## src/rtl/tdc_event_arbiter.sv

```systemverilog
// Merges NCHAN one-entry TDC channel holds into one FIFO stream, round-robin, tagged with channel index.
// Latency: one cycle from grant to wrEn/outData; one word per cycle while fifoFull is low.
// Backpressure: fifoFull stalls grants and holds pending entries; optional drop counter via TDC_ARB_DROPCNT_EN.
`timescale 1ns/1ps
module tdc_event_arbiter #(
    parameter int WORDSIZE = 16,
    parameter int NCHAN    = 4,
    localparam int CHBITS  = (NCHAN > 1) ? $clog2(NCHAN) : 1
) (
    input  logic                       clk,
    input  logic                       rst,
    input  logic                       start,
    input  logic                       stop,
    input  logic [NCHAN*WORDSIZE-1:0]  chData,
    input  logic [NCHAN-1:0]           chWrEn,
    input  logic                       fifoFull,
    output logic [WORDSIZE+CHBITS-1:0] outData,
    output logic                       wrEn,
    output logic                       busy,
    output logic                       done,
    output logic [NCHAN-1:0]           ovfFlags,
    output logic [15:0]                dropCnt
);

    typedef enum logic [1:0] {
        ST_IDLE  = 2'd0,
        ST_RUN   = 2'd1,
        ST_DRAIN = 2'd2
    } state_t;

    state_t                     state_q, state_d;
    logic [NCHAN-1:0]           pending_q, pending_d;
    logic [WORDSIZE-1:0]        hold_q [NCHAN];
    logic [WORDSIZE-1:0]        hold_d [NCHAN];
    logic [CHBITS-1:0]          last_q, last_d;
    logic                       wr_en_q, wr_en_d;
    logic [WORDSIZE+CHBITS-1:0] out_data_q, out_data_d;
    logic                       done_q, done_d;
    logic [NCHAN-1:0]           ovf_q, ovf_d;
    logic [NCHAN-1:0]           drop;
    logic [NCHAN-1:0]           hi_req;
    logic                       run_start;
    logic                       gnt_vld;
    logic [CHBITS-1:0]          gnt_idx;

    // FSM: state register
    always_ff @(posedge clk) begin
        if (rst) begin
            state_q <= ST_IDLE;
        end else begin
            state_q <= state_d;
        end
    end

    // FSM: next state
    always_comb begin
        state_d = state_q;
        case (state_q)
            ST_IDLE:  if (start && !stop)     state_d = ST_RUN;
            ST_RUN:   if (stop)               state_d = ST_DRAIN;
            ST_DRAIN: if (pending_q == '0)    state_d = ST_IDLE;
            default:                          state_d = ST_IDLE;
        endcase
    end

    // FSM: outputs and state-derived strobes
    always_comb begin
        busy      = (state_q != ST_IDLE);
        done_d    = (state_q == ST_DRAIN) && (pending_q == '0);
        run_start = (state_q == ST_IDLE) && start && !stop;
    end

    // Round-robin: lowest pending channel above the last grant, else wrap to the lowest pending overall
    always_comb begin
        hi_req  = '0;
        gnt_vld = 1'b0;
        gnt_idx = '0;
        for (int i = 0; i < NCHAN; i++) begin
            hi_req[i] = pending_q[i] && (i > int'(last_q));
        end
        if ((state_q != ST_IDLE) && !fifoFull) begin
            if (hi_req != '0) begin
                for (int i = NCHAN - 1; i >= 0; i--) begin
                    if (hi_req[i]) begin
                        gnt_vld = 1'b1;
                        gnt_idx = CHBITS'(i);
                    end
                end
            end else begin
                for (int i = NCHAN - 1; i >= 0; i--) begin
                    if (pending_q[i]) begin
                        gnt_vld = 1'b1;
                        gnt_idx = CHBITS'(i);
                    end
                end
            end
        end
    end

    // Grant frees the slot first, so an event landing in its own grant cycle reloads instead of dropping
    always_comb begin
        pending_d = pending_q;
        drop      = '0;
        for (int i = 0; i < NCHAN; i++) begin
            hold_d[i] = hold_q[i];
        end
        if (gnt_vld) begin
            pending_d[gnt_idx] = 1'b0;
        end
        for (int i = 0; i < NCHAN; i++) begin
            if ((state_q == ST_RUN) && chWrEn[i]) begin
                if (pending_d[i]) begin
                    drop[i] = 1'b1;
                end else begin
                    pending_d[i] = 1'b1;
                    hold_d[i]    = chData[i*WORDSIZE +: WORDSIZE];
                end
            end
        end
    end

    always_comb begin
        wr_en_d    = gnt_vld;
        out_data_d = gnt_vld ? {gnt_idx, hold_q[gnt_idx]} : out_data_q;
        last_d     = gnt_vld ? gnt_idx : last_q;
        ovf_d      = run_start ? '0 : (ovf_q | drop);
    end

    always_ff @(posedge clk) begin
        if (rst) begin
            pending_q  <= '0;
            last_q     <= CHBITS'(NCHAN - 1);
            wr_en_q    <= 1'b0;
            out_data_q <= '0;
            done_q     <= 1'b0;
            ovf_q      <= '0;
        end else begin
            pending_q  <= pending_d;
            last_q     <= last_d;
            wr_en_q    <= wr_en_d;
            out_data_q <= out_data_d;
            done_q     <= done_d;
            ovf_q      <= ovf_d;
        end
    end

    // Hold data is only ever read behind a pending flag, so it needs no reset
    always_ff @(posedge clk) begin
        for (int i = 0; i < NCHAN; i++) begin
            hold_q[i] <= hold_d[i];
        end
    end

`ifdef TDC_ARB_DROPCNT_EN
    logic [15:0] drop_cnt_q, drop_cnt_d;
    logic [31:0] cnt_sum;

    always_comb begin
        cnt_sum = 32'(drop_cnt_q) + 32'($countones(drop));
        if (run_start) begin
            drop_cnt_d = '0;
        end else if (cnt_sum > 32'h0000_FFFF) begin
            drop_cnt_d = 16'hFFFF;
        end else begin
            drop_cnt_d = cnt_sum[15:0];
        end
    end

    always_ff @(posedge clk) begin
        if (rst) begin
            drop_cnt_q <= '0;
        end else begin
            drop_cnt_q <= drop_cnt_d;
        end
    end

    assign dropCnt = drop_cnt_q;
`else
    assign dropCnt = '0;
`endif

    assign wrEn     = wr_en_q;
    assign outData  = out_data_q;
    assign done     = done_q;
    assign ovfFlags = ovf_q;

endmodule

```

## config.mk

```make
export PLATFORM = sky130hd
export DESIGN_NAME = tdc_event_arbiter
export DESIGN_NICKNAME = d
export VERILOG_FILES = /design/src/rtl/tdc_event_arbiter.sv
export SDC_FILE = /design/constraint.sdc
export NUM_CORES = 1
export LEC_CHECK = 0
export CORE_UTILIZATION = 47
export DETAILED_ROUTE_END_ITERATION = 10
export PLACE_DENSITY = 0.8
export SLEW_MARGIN = 20
export SYNTH_ARGS = -nofsm -noshare
export SYNTH_HDL_FRONTEND = slang
export SYNTH_SLANG_ARGS = --single-unit
```

## constraint.sdc

```tcl
create_clock -name clk -period 3.7 [get_ports clk]
set_input_delay 0.555 -clock clk [delete_from_list [all_inputs] [get_ports clk]]
set_output_delay 0.555 -clock clk [all_outputs]
set_load 0.005 [all_outputs]
```

==> metrics.csv <==
metric,value,unit
Min-Delay Path Class,register to register,
Avg WL per Cell,16.8,µm
Cell variety after synth,38,
largest family of logic cells by synthesized area,compound AO/OA/AOI/OAI gates,
DIE AREA,0.00880,mm²
first-pass GRT wire length,12.7,mm
Int Power,1.65,mW
area grow syn2layout,32.0,%
drt pass-1 iters,4,
DRT iter0 DRCs,137,
Leak Pwr,1.79,nW
Max Fclk,369,MHz
Psw,0.450,mW
Reg power frac,0.562,
Clock Latency Late Sink,0.37,ns
endpoints failing hold,0,
via count,2668,
DR DRC count,0,
Final Routed Wirelength,8.26,mm
top post-synthesis cells by area,"edfxtp_1, dfxtp_1, o211ai_1",
HPWL Detailed,5.86,mm
Yosys warnings,0,
cell count after synthesis,283,
TritonCTS Buffers,9,
fraction of the mapped netlist area in adder cells,0.00284,
GPL Wtd Cong,0.899,
Setup TNS Final,0,ns
skew final,0.0118,ns
Synth Area in Simple Gates,0.0433,
Worst setup SP type,register,
Logic pwr share,0.090,
RSZ-0062 raised after global routing,no,
CTS H-tree depth,3,
share of layout cells above drive strength 1,0.124,
PD cells,401,mW/mm²
ANT cells,0,
post-CTS sizing,0,
slew margin rel.,0.380,
Worst EP arrival,2.78,ns
Synth Area in XOR/XNOR,0,
port bufs,97,
Crit path required time,3.77,ns
synthesized area per cell,14.0,µm²
Post-CTS Setup Repair Bufs,0,
total grt overflow,0,
Setup CP Type,register to register,
die outline width,93.8,µm
clk slew on worst S/H paths,0.09,ns
Peak VDD IR,0.239,mV
Setup-failing EPs final,0,
CTS Sinks,96,
I/O pins,114,
die height,93.8,µm
Final period util,0.733,
switching share of power,0.215,
Synth area leader,edfxtp_1,
CTS Buffer Depth,2,
Post-DRT Antenna Nets,0,
worst-path maximum fanout,17,
fin nets,454,
crit path capture type,register,
number of register bits inferred by synthesis,96,
# rows,33,
Fin Hold WS,0.461,ns
Core Footprint,0.00818,mm²
minimum clock period,2.71,ns
Slew Limit Fails,0,
overall routing resource usage,0.200,
Avg Vias per Cell,5.43,
"Seq/Total Area, Yosys",0.647,
vias in the first global route,2592,
Finished Core Util,0.639,
Post-CTS Hold Fix Bufs,0,
Initial Utilization,0.484,
Worst-Margin Slew,0.930,ns
largest net degree at the start of global routing,34,
antenna violations before repair,0,
post-synthesis compound-gate area fraction,0.152,
status,"finished, final reports clean",
TritonCTS clock tree,built,
post-synthesis mux area share,0.0970,
Yosys top cell area share,0.485,
CTS Root Cell,clkbuf_8,
post-synth design cell area,0.00396,mm²
filler cell count,619,
Clock Power Share,0.348,
Max-Cap Viols,0,
==> area by class of cell <==
| type | count | area, µm² | share of cell area |
|---|---|---|---|
| clock buffers | 14 | 206 | 0.0395 |
| clock inverters | 2 | 15.0 | 0.00287 |
| inverters | 5 | 18.8 | 0.00359 |
| multi-input cells | 163 | 1250 | 0.240 |
| flip-flops and latches | 96 | 2560 | 0.490 |
| well taps | 105 | 131 | 0.0251 |
| repair buffers | 106 | 1040 | 0.199 |
==> kinds of logic after synthesis <==
| logic type | after synthesis |
|---|---|
| and+or+nand+nor | 34 |
| AOI/OAI and AO/OA | 79 |
| muxes | 33 |
| other | 1 |
| DFF | 96 |
| adders and majority gates | 1 |
| buffers and inverters | 39 |
==> placed cells by master, fill, tap and decap left out, types with 4 or more instances in the layout <==
cell,n
a21oi_1,11
a221o_1,17
buf_4,9
clkbuf_8,9
clkdlybuf4s50_1,97
conb_1,16
dfxtp_1,32
edfxtp_1,64
inv_1,4
mux2_2,7
mux2_4,9
mux2i_1,17
nand2_1,13
nor2_1,6
nor2b_1,5
o211ai_1,32
o21ai_0,5
o31ai_1,4
==> synth_stat cells, drive strengths merged <==
master  number
nor4         2
maj3         1
or3          1
a21bo        1
o211ai      32
a211oi       1
o21bai       1
o31ai        4
a31oi        1
and3b        1
a221o       17
dfxtp       32
buf         21
a221oi       1
nor2b        5
o21a         1
or4          1
nand2b       1
nand2       13
o22ai        1
o41ai        1
inv          5
conb         1
edfxtp      64
nor4b        1
nor3b        1
nor2         7
a31o         1
a21oi       12
mux2i       17
clkbuf      13
mux2        16
o21ai        5
nand3b       1
==> critical path, cell delays in order, from the launching register on <==
cell     delay, ns
dfxtp_1       0.49
inv_2         0.05
maj3_2        0.31
a221o_1       0.64
o21ai_0       0.46
nor2b_1       0.19
buf_4         0.25
==> metrics by stage <==
stage               setup slack, ns  area (µm²)  power, mW  std cells
global route                  0.821        5230       2.16        491
floorplan                     0.937        4020       1.29        298
CTS                            1.01        5220       2.11        491
global placement               1.06        5000       1.38        475
detailed placement            0.960        5000       1.39        475
finish                        0.989        5230       2.10        491
==> per-layer routing <==
metal	wire [µm]	global-route usage	share of wire	vias up
li1	-	-	-	1267
met5	0	0	0	-
met3	554	0.0591	0.067	19
met2	3990	0.333	0.48	111
met4	208	0.0936	0.025	0
met1	3510	0.236	0.42	1271
==> power groups by stage <==
| stage | Sequential, mW | Clock (mW) | Combinational (mW) |
|---|---|---|---|
| 6_report | 1.18 | 0.730 | 0.188 |
| 5_1_grt | 1.18 | 0.779 | 0.203 |
| 4_1_cts | 1.18 | 0.743 | 0.187 |
| 3_5_place_dp | 1.20 | 0 | 0.186 |
| 3_3_place_gp | 1.20 | 0 | 0.183 |
| 2_1_floorplan | 1.20 | 0 | 0.0941 |
==> path summary, 6_finish.rpt <==
kind / from / endpoint / slack [ns] / cells after the start
worst min register to register: ovfFlags[2] / ovfFlags[2] / 0.46 / 2
worst max-delay path: pending_q[3] / hold_q[3][6] / 0.99 / 6
worst max register to register: pending_q[3] / hold_q[3][6] / 0.99 / 6
worst min-delay path: ovfFlags[2] / ovfFlags[2] / 0.46 / 2
==> flip-flops by register name, indices dropped and copies added (netlist names) <==
name       cells
done           1
pending_q      4
hold_q        64
ovfFlags       4
last_q         2
wrEn           1
state_q        2
outData       18
No activity file was read; power rests on OpenSTA's default activity.
